### src/rtl/vga_timing_ctrl.sv
// VGA raster timing generator: pixel-enable divider, h/v counters, syncs, strobes.
// Optional frame counter enabled by defining VGA_FRAME_CNT_EN.
module vga_timing_ctrl #(
  parameter int unsigned DIV       = 4,
  parameter int unsigned CW        = 10,
  parameter int unsigned H_VISIBLE = 640,
  parameter int unsigned H_FP      = 16,
  parameter int unsigned H_SYNC    = 96,
  parameter int unsigned H_BP      = 48,
  parameter int unsigned V_VISIBLE = 480,
  parameter int unsigned V_FP      = 10,
  parameter int unsigned V_SYNC    = 2,
  parameter int unsigned V_BP      = 33,
  parameter logic        SYNC_POL  = 1'b0
) (
  input  logic          clk100,
  input  logic          rst_n,
  input  logic          en,
  output logic          pix_tick,
  output logic [CW-1:0] hcount,
  output logic [CW-1:0] vcount,
  output logic          hsync,
  output logic          vsync,
  output logic          video_on,
  output logic          line_start,
  output logic          frame_start,
  output logic [15:0]   frame_cnt
);

  localparam int unsigned H_TOTAL = H_VISIBLE + H_FP + H_SYNC + H_BP;
  localparam int unsigned V_TOTAL = V_VISIBLE + V_FP + V_SYNC + V_BP;
  localparam int unsigned DIV_W   = (DIV > 1) ? $clog2(DIV) : 1;

  localparam logic [DIV_W-1:0] DIV_LAST = DIV_W'(DIV - 1);
  localparam logic [CW-1:0]    H_LAST   = CW'(H_TOTAL - 1);
  localparam logic [CW-1:0]    V_LAST   = CW'(V_TOTAL - 1);
  localparam logic [CW-1:0]    H_VIS    = CW'(H_VISIBLE);
  localparam logic [CW-1:0]    V_VIS    = CW'(V_VISIBLE);
  localparam logic [CW-1:0]    HS_BEG   = CW'(H_VISIBLE + H_FP);
  localparam logic [CW-1:0]    HS_END   = CW'(H_VISIBLE + H_FP + H_SYNC - 1);
  localparam logic [CW-1:0]    VS_BEG   = CW'(V_VISIBLE + V_FP);
  localparam logic [CW-1:0]    VS_END   = CW'(V_VISIBLE + V_FP + V_SYNC - 1);
  localparam logic             SYNC_ACT  = SYNC_POL;
  localparam logic             SYNC_IDLE = ~SYNC_POL;

  logic [DIV_W-1:0] div_cnt_q, div_cnt_d;
  logic [CW-1:0]    hcount_q, hcount_d;
  logic [CW-1:0]    vcount_q, vcount_d;
  logic             hsync_q, hsync_d;
  logic             vsync_q, vsync_d;
  logic             video_on_q, video_on_d;
  logic             pix_tick_q, pix_tick_d;
  logic             line_start_q, line_start_d;
  logic             frame_start_q, frame_start_d;

  logic             tick_c;
  logic             h_wrap_c;
  logic [CW-1:0]    h_next_c;
  logic [CW-1:0]    v_next_c;

  // Divider and raster advance; decoded outputs use the post-advance position
  always_comb begin
    tick_c        = en && (div_cnt_q == DIV_LAST);
    div_cnt_d     = div_cnt_q;
    hcount_d      = hcount_q;
    vcount_d      = vcount_q;
    hsync_d       = hsync_q;
    vsync_d       = vsync_q;
    video_on_d    = video_on_q;
    pix_tick_d    = 1'b0;
    line_start_d  = 1'b0;
    frame_start_d = 1'b0;

    h_wrap_c = (hcount_q == H_LAST);
    h_next_c = h_wrap_c ? '0 : hcount_q + CW'(1);
    if (h_wrap_c) begin
      v_next_c = (vcount_q == V_LAST) ? '0 : vcount_q + CW'(1);
    end else begin
      v_next_c = vcount_q;
    end

    if (en) begin
      div_cnt_d = (div_cnt_q == DIV_LAST) ? '0 : div_cnt_q + DIV_W'(1);
    end

    if (tick_c) begin
      pix_tick_d    = 1'b1;
      hcount_d      = h_next_c;
      vcount_d      = v_next_c;
      hsync_d       = (h_next_c >= HS_BEG && h_next_c <= HS_END) ? SYNC_ACT : SYNC_IDLE;
      vsync_d       = (v_next_c >= VS_BEG && v_next_c <= VS_END) ? SYNC_ACT : SYNC_IDLE;
      video_on_d    = (h_next_c < H_VIS) && (v_next_c < V_VIS);
      line_start_d  = (h_next_c == '0);
      frame_start_d = (h_next_c == '0) && (v_next_c == '0);
    end
  end

  // Reset parks the raster on the last pixel so the first tick lands on (0,0)
  always_ff @(posedge clk100 or negedge rst_n) begin
    if (!rst_n) begin
      div_cnt_q     <= '0;
      hcount_q      <= H_LAST;
      vcount_q      <= V_LAST;
      hsync_q       <= SYNC_IDLE;
      vsync_q       <= SYNC_IDLE;
      video_on_q    <= 1'b0;
      pix_tick_q    <= 1'b0;
      line_start_q  <= 1'b0;
      frame_start_q <= 1'b0;
    end else begin
      div_cnt_q     <= div_cnt_d;
      hcount_q      <= hcount_d;
      vcount_q      <= vcount_d;
      hsync_q       <= hsync_d;
      vsync_q       <= vsync_d;
      video_on_q    <= video_on_d;
      pix_tick_q    <= pix_tick_d;
      line_start_q  <= line_start_d;
      frame_start_q <= frame_start_d;
    end
  end

`ifdef VGA_FRAME_CNT_EN
  logic [15:0] frame_cnt_q, frame_cnt_d;

  // Counts frame_start events; wraps naturally at 16 bits
  always_comb begin
    frame_cnt_d = frame_cnt_q;
    if (frame_start_d) begin
      frame_cnt_d = frame_cnt_q + 16'(1);
    end
  end

  always_ff @(posedge clk100 or negedge rst_n) begin
    if (!rst_n) begin
      frame_cnt_q <= '0;
    end else begin
      frame_cnt_q <= frame_cnt_d;
    end
  end

  assign frame_cnt = frame_cnt_q;
`else
  assign frame_cnt = '0;
`endif

  assign pix_tick    = pix_tick_q;
  assign hcount      = hcount_q;
  assign vcount      = vcount_q;
  assign hsync       = hsync_q;
  assign vsync       = vsync_q;
  assign video_on    = video_on_q;
  assign line_start  = line_start_q;
  assign frame_start = frame_start_q;

endmodule
### config.mk
export PLATFORM = sky130hd
export DESIGN_NAME = vga_timing_ctrl
export DESIGN_NICKNAME = d
export VERILOG_FILES = /design/src/rtl/vga_timing_ctrl.sv
export SDC_FILE = /design/constraint.sdc
export NUM_CORES = 1
export LEC_CHECK = 0
export ABC_AREA = 1
export BUFFER_PORTS_ARGS = -buffer_cell sky130_fd_sc_hd__buf_4
export CORE_UTILIZATION = 49
export DETAILED_ROUTE_END_ITERATION = 6
export PLACE_DENSITY_LB_ADDON = 0.1
export SYNTH_ARGS = -nofsm -noshare
export SYNTH_HDL_FRONTEND = slang
export SYNTH_SLANG_ARGS = --single-unit
### constraint.sdc
create_clock -name clk100 -period 1.8 [get_ports clk100]
set_input_delay 0.09 -clock clk100 [delete_from_list [all_inputs] [get_ports clk100]]
set_output_delay 0.09 -clock clk100 [all_outputs]
set_load 0.01 [all_outputs]
# Yosys cells after proc, flatten, opt, wreduce, memory -nomap -nowiden

Cells that the tools add are included.

Reductions and logical operators: 7
Mux-type cells: 9
Eq/ne operators: 3
$add $sub $neg: 3
Magnitude comparators: 6

Operators with widths:

| cell                    | count |
|---|---|
| $mux W10                | 3 |
| $add A10 B1 Y10 const B | 2 |
| $eq A10 B10 Y1 const B  | 2 |
| $logic_not A10 Y1       | 2 |
| $ge A10 B10 Y1 const B  | 1 |
| $ge A10 B9 Y1 const B   | 1 |
| $le A10 B10 Y1 const B  | 1 |
| $le A10 B9 Y1 const B   | 1 |
| $lt A10 B10 Y1 const B  | 1 |
| $lt A10 B9 Y1 const B   | 1 |
| $logic_and A1 B1 Y1     | 5 |
| $mux W1                 | 5 |
| $add A2 B1 Y2 const B   | 1 |
| $eq A2 B2 Y1 const B    | 1 |
| $mux W2                 | 1 |

Flip-flop bits (word level): 28
Word-level logic and storage cells: 37
Output and inout port bits: 42
Input bits: 3

# Logic depth before layout (Yosys ltp)

Word-level depth: 6
Depth in mapped cells: 13
Depth with buffers taken out: 13

# Worst setup path before layout

No wires, ideal clock.

Path kind: flip-flop to flip-flop
From: reg hcount_q[1] (netlist: hcount[1])
To: reg video_on_q (netlist: video_on)
Setup slack: -0.005 ns
Period minus slack after synthesis: 1.805 ns
Path buffers: 1
Setup time: 0.116 ns
Stages on the path, launching flop included: 12
Arrival: 1.688 ns
Data required time: 1.684 ns
Cell sequence: dfstp_2 ha_1 nand4_1 nor2_2 buf_6 nand3b_1 nand2_1 nand2_1 nor2_1 nand2_1 nand2_1 nand2_1

Longest elaborated chain between the ends: 4
Elaborated cells on any way between the ends: 7
Classes of those cells: add/sub: 1; order compare: 2; eq/ne: 1; mux: 2; reduce/logical: 1

RTL lines:

| what                                                     | line   | text |
|---|---|---|
| from (decl)                                              | 47     | `logic [CW-1:0] hcount_q, hcount_d;` |
| from (signal assigned)                                   | 112    | `hcount_q <= hcount_d;` |
| $add A10 B1 Y10 / $eq A10 B10 Y1 (equally long branches) | 75, 74 |  |
| $mux W10 (on tied branches)                              | 75, 76 |  |
| $lt A10 B10 Y1 / $lt A10 B9 Y1 (equally long branches)   | 92     | `video_on_d = (h_next_c < H_VIS) && (v_next_c < V_VIS);` |
| $logic_and A1 B1 Y1 (*)                                  | 92     |  |
| to (signal assigned)                                     | 116    | `video_on_q <= video_on_d;` |
| to (decl)                                                | 51     | `logic video_on_q, video_on_d;` |

Mark *: on every way between the ends. The rest lies on a longest branch, timed or not.
A chain may end at the register's enable or synchronous reset.

# Final worst setup path

From: reg hcount_q[1] (netlist: hcount[1])
To: reg frame_start_q (netlist: frame_start)

Longest elaborated chain between the ends: 5
Elaborated cells on any way between the ends: 8
Classes of those cells: add/sub: 1; eq/ne: 1; mux: 3; reduce/logical: 3

RTL lines:

| what                                                     | line   | text |
|---|---|---|
| $add A10 B1 Y10 / $eq A10 B10 Y1 (equally long branches) | 75, 74 |  |
| $mux W10 (on tied branches)                              | 75, 76 |  |
| $logic_not A10 Y1                                        | 94     | `frame_start_d = (h_next_c == '0) && (v_next_c == '0);` |
| $logic_and A1 B1 Y1 (*)                                  | 94     |  |
| $mux W1 (*)                                              | 86     | `if (tick_c) begin` |
| named net frame_start_d                                  | 54     | `logic frame_start_q, frame_start_d;` |
| to (signal assigned)                                     | 119    | `frame_start_q <= frame_start_d;` |
| to (decl)                                                | 54     |  |

The timed path passes the listed nets; every way through them passes the cells marked *.

==> out/results.ini <==
[yosys]
syn_area_per_cell_sq_um=6.95
synth.cell_area_sq_mm=0.00204
synthDistinctLibCells=30
synthCells=293
synth_top_cell_area_share_pct=19.7
yosys.area.top_type=dfrtp_1
yosys-top-cells-area=dfrtp_1 20%, dfstp_2 15%, nand2_1 15%
seq_area_frac_synth_pct=35.1
ys_seq_elements=28
synth_warnings=0

[timing]
drv_slew=0
fin_skew_ps=6.61
holdWs_ps=9.26
hold_viol=0
fin_ws_ps=-126
fin_crit_sh_pct=107
setup_viol=6
fmax_mhz=519
period_needed_ps=1930
rsz0062_at_grt=yes

[place]
hpwl_um=3820
dpl.cell_count=389
portBuffers=28
gp_congestion=0.873

[setup_path]
reg2reg_to=frame_start
end_kind=flip-flop
cp.required_ps=2010
r2r_start=hcount[1]
arrival_ps=2140
criticalPathCategory=flip-flop to flip-flop
worstRegToRegCells=10
worst_setup_path_start_kind=flip-flop
cp_max_fo=4
r2r_slack_ps=-130

[pwr]
power_per_cell_area_mw_per_mm2=1130
peakVddDrop_uv=704
p_leak_uw=0.00128

[finish]
diodes=0
finalNonFillerCells=396
synthToLayoutAreaGrowth_pct=27.6
multiInputGateArea_sq_mm=0.00121
final_nets=356
drive_gt1_share_pct=30.1
regArea_sq_um=716
num-fill-cells=365

[clock_tree]
cts_tree=yes
cts_root_buffer=clkbuf_8
cts.clk_slew.worst_paths_ps=100
htree_levels=1
cts_buffer_depth=2
cts_made_buffers=3
cts.sinks=28
clk_latency_ps=280

[drt]
ant_nets=0
routed_wl_um=5290
wl_per_cell_um=13.4
vias_per_cell=5.15
drt-initial-drc-count=208
vias=2038
drc=0
first_pass_iters=4

[grt]
grt_overflow_total=0
grt_pass1_wl_um=8450
antenna_found_initial=0
first_global_vias=1781
grt_start_max_net_pins=29
grt_usage_pct=25.7

[floorplan]
die_w_um=66.5
die-area_sq_mm=0.00442
die_height_um=66.5
core_area_sq_mm=0.00400
start_util_pct=50.9
io_pins=45
fp-row-count=23

[min_path]
hold_start=en
hold_depth=2
holdPathEnd=div_cnt_q[0]
hp-class=primary input to flip-flop

[status]
run_status=finished with violations
violations=setup timing

[job]
maxCapViolCount=0

==> Yosys cell counts <==
cell / n
nand2_1: 79
nor2_1: 38
inv_1: 30
nand3_1: 25
o21ai_0: 20
buf_4: 16
dfrtp_1: 16
dfstp_2: 12
nand4_1: 9
ha_1: 6
nor2_2: 6
clkbuf_1: 4
inv_2: 4
nand3b_1: 4
a21oi_1: 3
nand3_2: 3
o21ai_1: 3
nand2_2: 2
nor2_4: 2
a21boi_1: 1
buf_2: 1
buf_6: 1
conb_1: 1
mux2_2: 1
nand4_4: 1
nor3_1: 1
nor3_2: 1
o21a_1: 1
xnor2_1: 1
xor2_1: 1
==> through the flow <==
stage / worst slack [ps] / power, uW / utilization (%) / setup TNS, ps / cell area [sq um]
after detailed placement: -145 / 2380 / 60.1 / -426 / 2400
after global routing: -235 / 3180 / 65.0 / -922 / 2600
after floorplan: 6.99 / 1830 / - / 0 / 2100
after global placement: -124 / 2360 / 60.1 / -280 / 2400
after CTS: -82.1 / 2850 / 63.3 / -277 / 2530
final: -126 / 2950 / 65.0 / -405 / 2600
==> metal layers <==
metal | global-route usage, % | routed length, um | vias to the layer above
li1 | - | - | 1007
met1 | 37.5 | 2510 | 944
met2 | 39.7 | 2380 | 80
met3 | 2.74 | 319 | 7
met4 | 7.98 | 70 | 0
met5 | 0 | 0 | -
==> cells by family after synthesis <==
group	after synthesis	share of synthesized area, %
buf+inv	56	13.7
other cells	1	0.184
mux	1	0.553
xor+xnor	2	0.860
simple gates	171	38.8
flops	28	35.1
compound gates	28	7.13
fa+ha+maj	6	3.69
==> cell type report <==
class | count | area share [%]
clock buffer | 4 | 1.73
sequential | 28 | 27.5
timing repair buffer | 56 | 17.0
inverter | 34 | 4.91
tap | 50 | 2.41
multi-input combinational | 224 | 46.4
==> where the power goes <==
group	switching, uW	internal (uW)
registers	182	847
logic	861	687
clock network	214	159
==> sequential cells by signal, summed over array words and instances (netlist names) <==
signal	count
hsync	1
div_cnt_q	2
video_on	1
frame_start	1
pix_tick	1
vcount	10
vsync	1
hcount	10
line_start	1
==> worst max-delay path, stage by stage, from the launching register on <==
cell     delay (ps)
dfstp_2         580
ha_4            160
nand4_1         190
nor2_4          190
buf_6           150
nor2_4           50
nor2_4           90
nand3_2          90
nor2_4          150
nand3_1          80
nor2_1          120
==> cell usage in the layout (no fill, tap or decap) <==
| cell type | count |
|---|---|
| dfstp_2 | 12 |
| o21a_1 | 1 |
| o21ai_0 | 18 |
| inv_1 | 29 |
| nor2_1 | 37 |
| o21ai_4 | 1 |
| nor2_4 | 5 |
| a21oi_1 | 3 |
| nand3_2 | 4 |
| buf_6 | 5 |
| dfrtp_1 | 16 |
| a21boi_4 | 1 |
| nor3_1 | 1 |
| xnor2_1 | 1 |
| dlygate4sd3_1 | 1 |
| xor2_1 | 1 |
| ha_4 | 1 |
| nand4_1 | 9 |
| ha_1 | 5 |
| clkbuf_1 | 1 |
| nor2_2 | 4 |
| nand3b_1 | 4 |
| nand4_4 | 1 |
| nor3_2 | 1 |
| nand2_1 | 74 |
| o21ai_1 | 3 |
| inv_2 | 5 |
| nand2_2 | 5 |
| clkbuf_8 | 3 |
| nand3_4 | 2 |
| conb_1 | 16 |
| mux2_2 | 1 |
| buf_4 | 50 |
| nand3_1 | 22 |
| o21ai_2 | 1 |
| nand2_4 | 2 |
==> worst max path at each step <==
stage | slack (ps) | to | startpoint | depth (start not counted)
floorplan | 7 | video_on | hcount[1] | 11
global placement | -120 | frame_start | hcount[0] | 9
detailed placement | -150 | frame_start | hcount[0] | 9
CTS | -80 | vsync | hcount[1] | 11
global route | -230 | frame_start | hcount[1] | 10
finish | -130 | frame_start | hcount[1] | 10
==> repair_timing <==
item / in CTS / in global routing
hold buffers: 1 / 0
setup buffers: 3 / 2
endpoints found under the hold margin: 16 / 0
gates resized for setup: 11 / 19
endpoints found under the setup margin: 6 / 9
pin swaps: 12 / 9
Power figures use the tool's default switching activity.
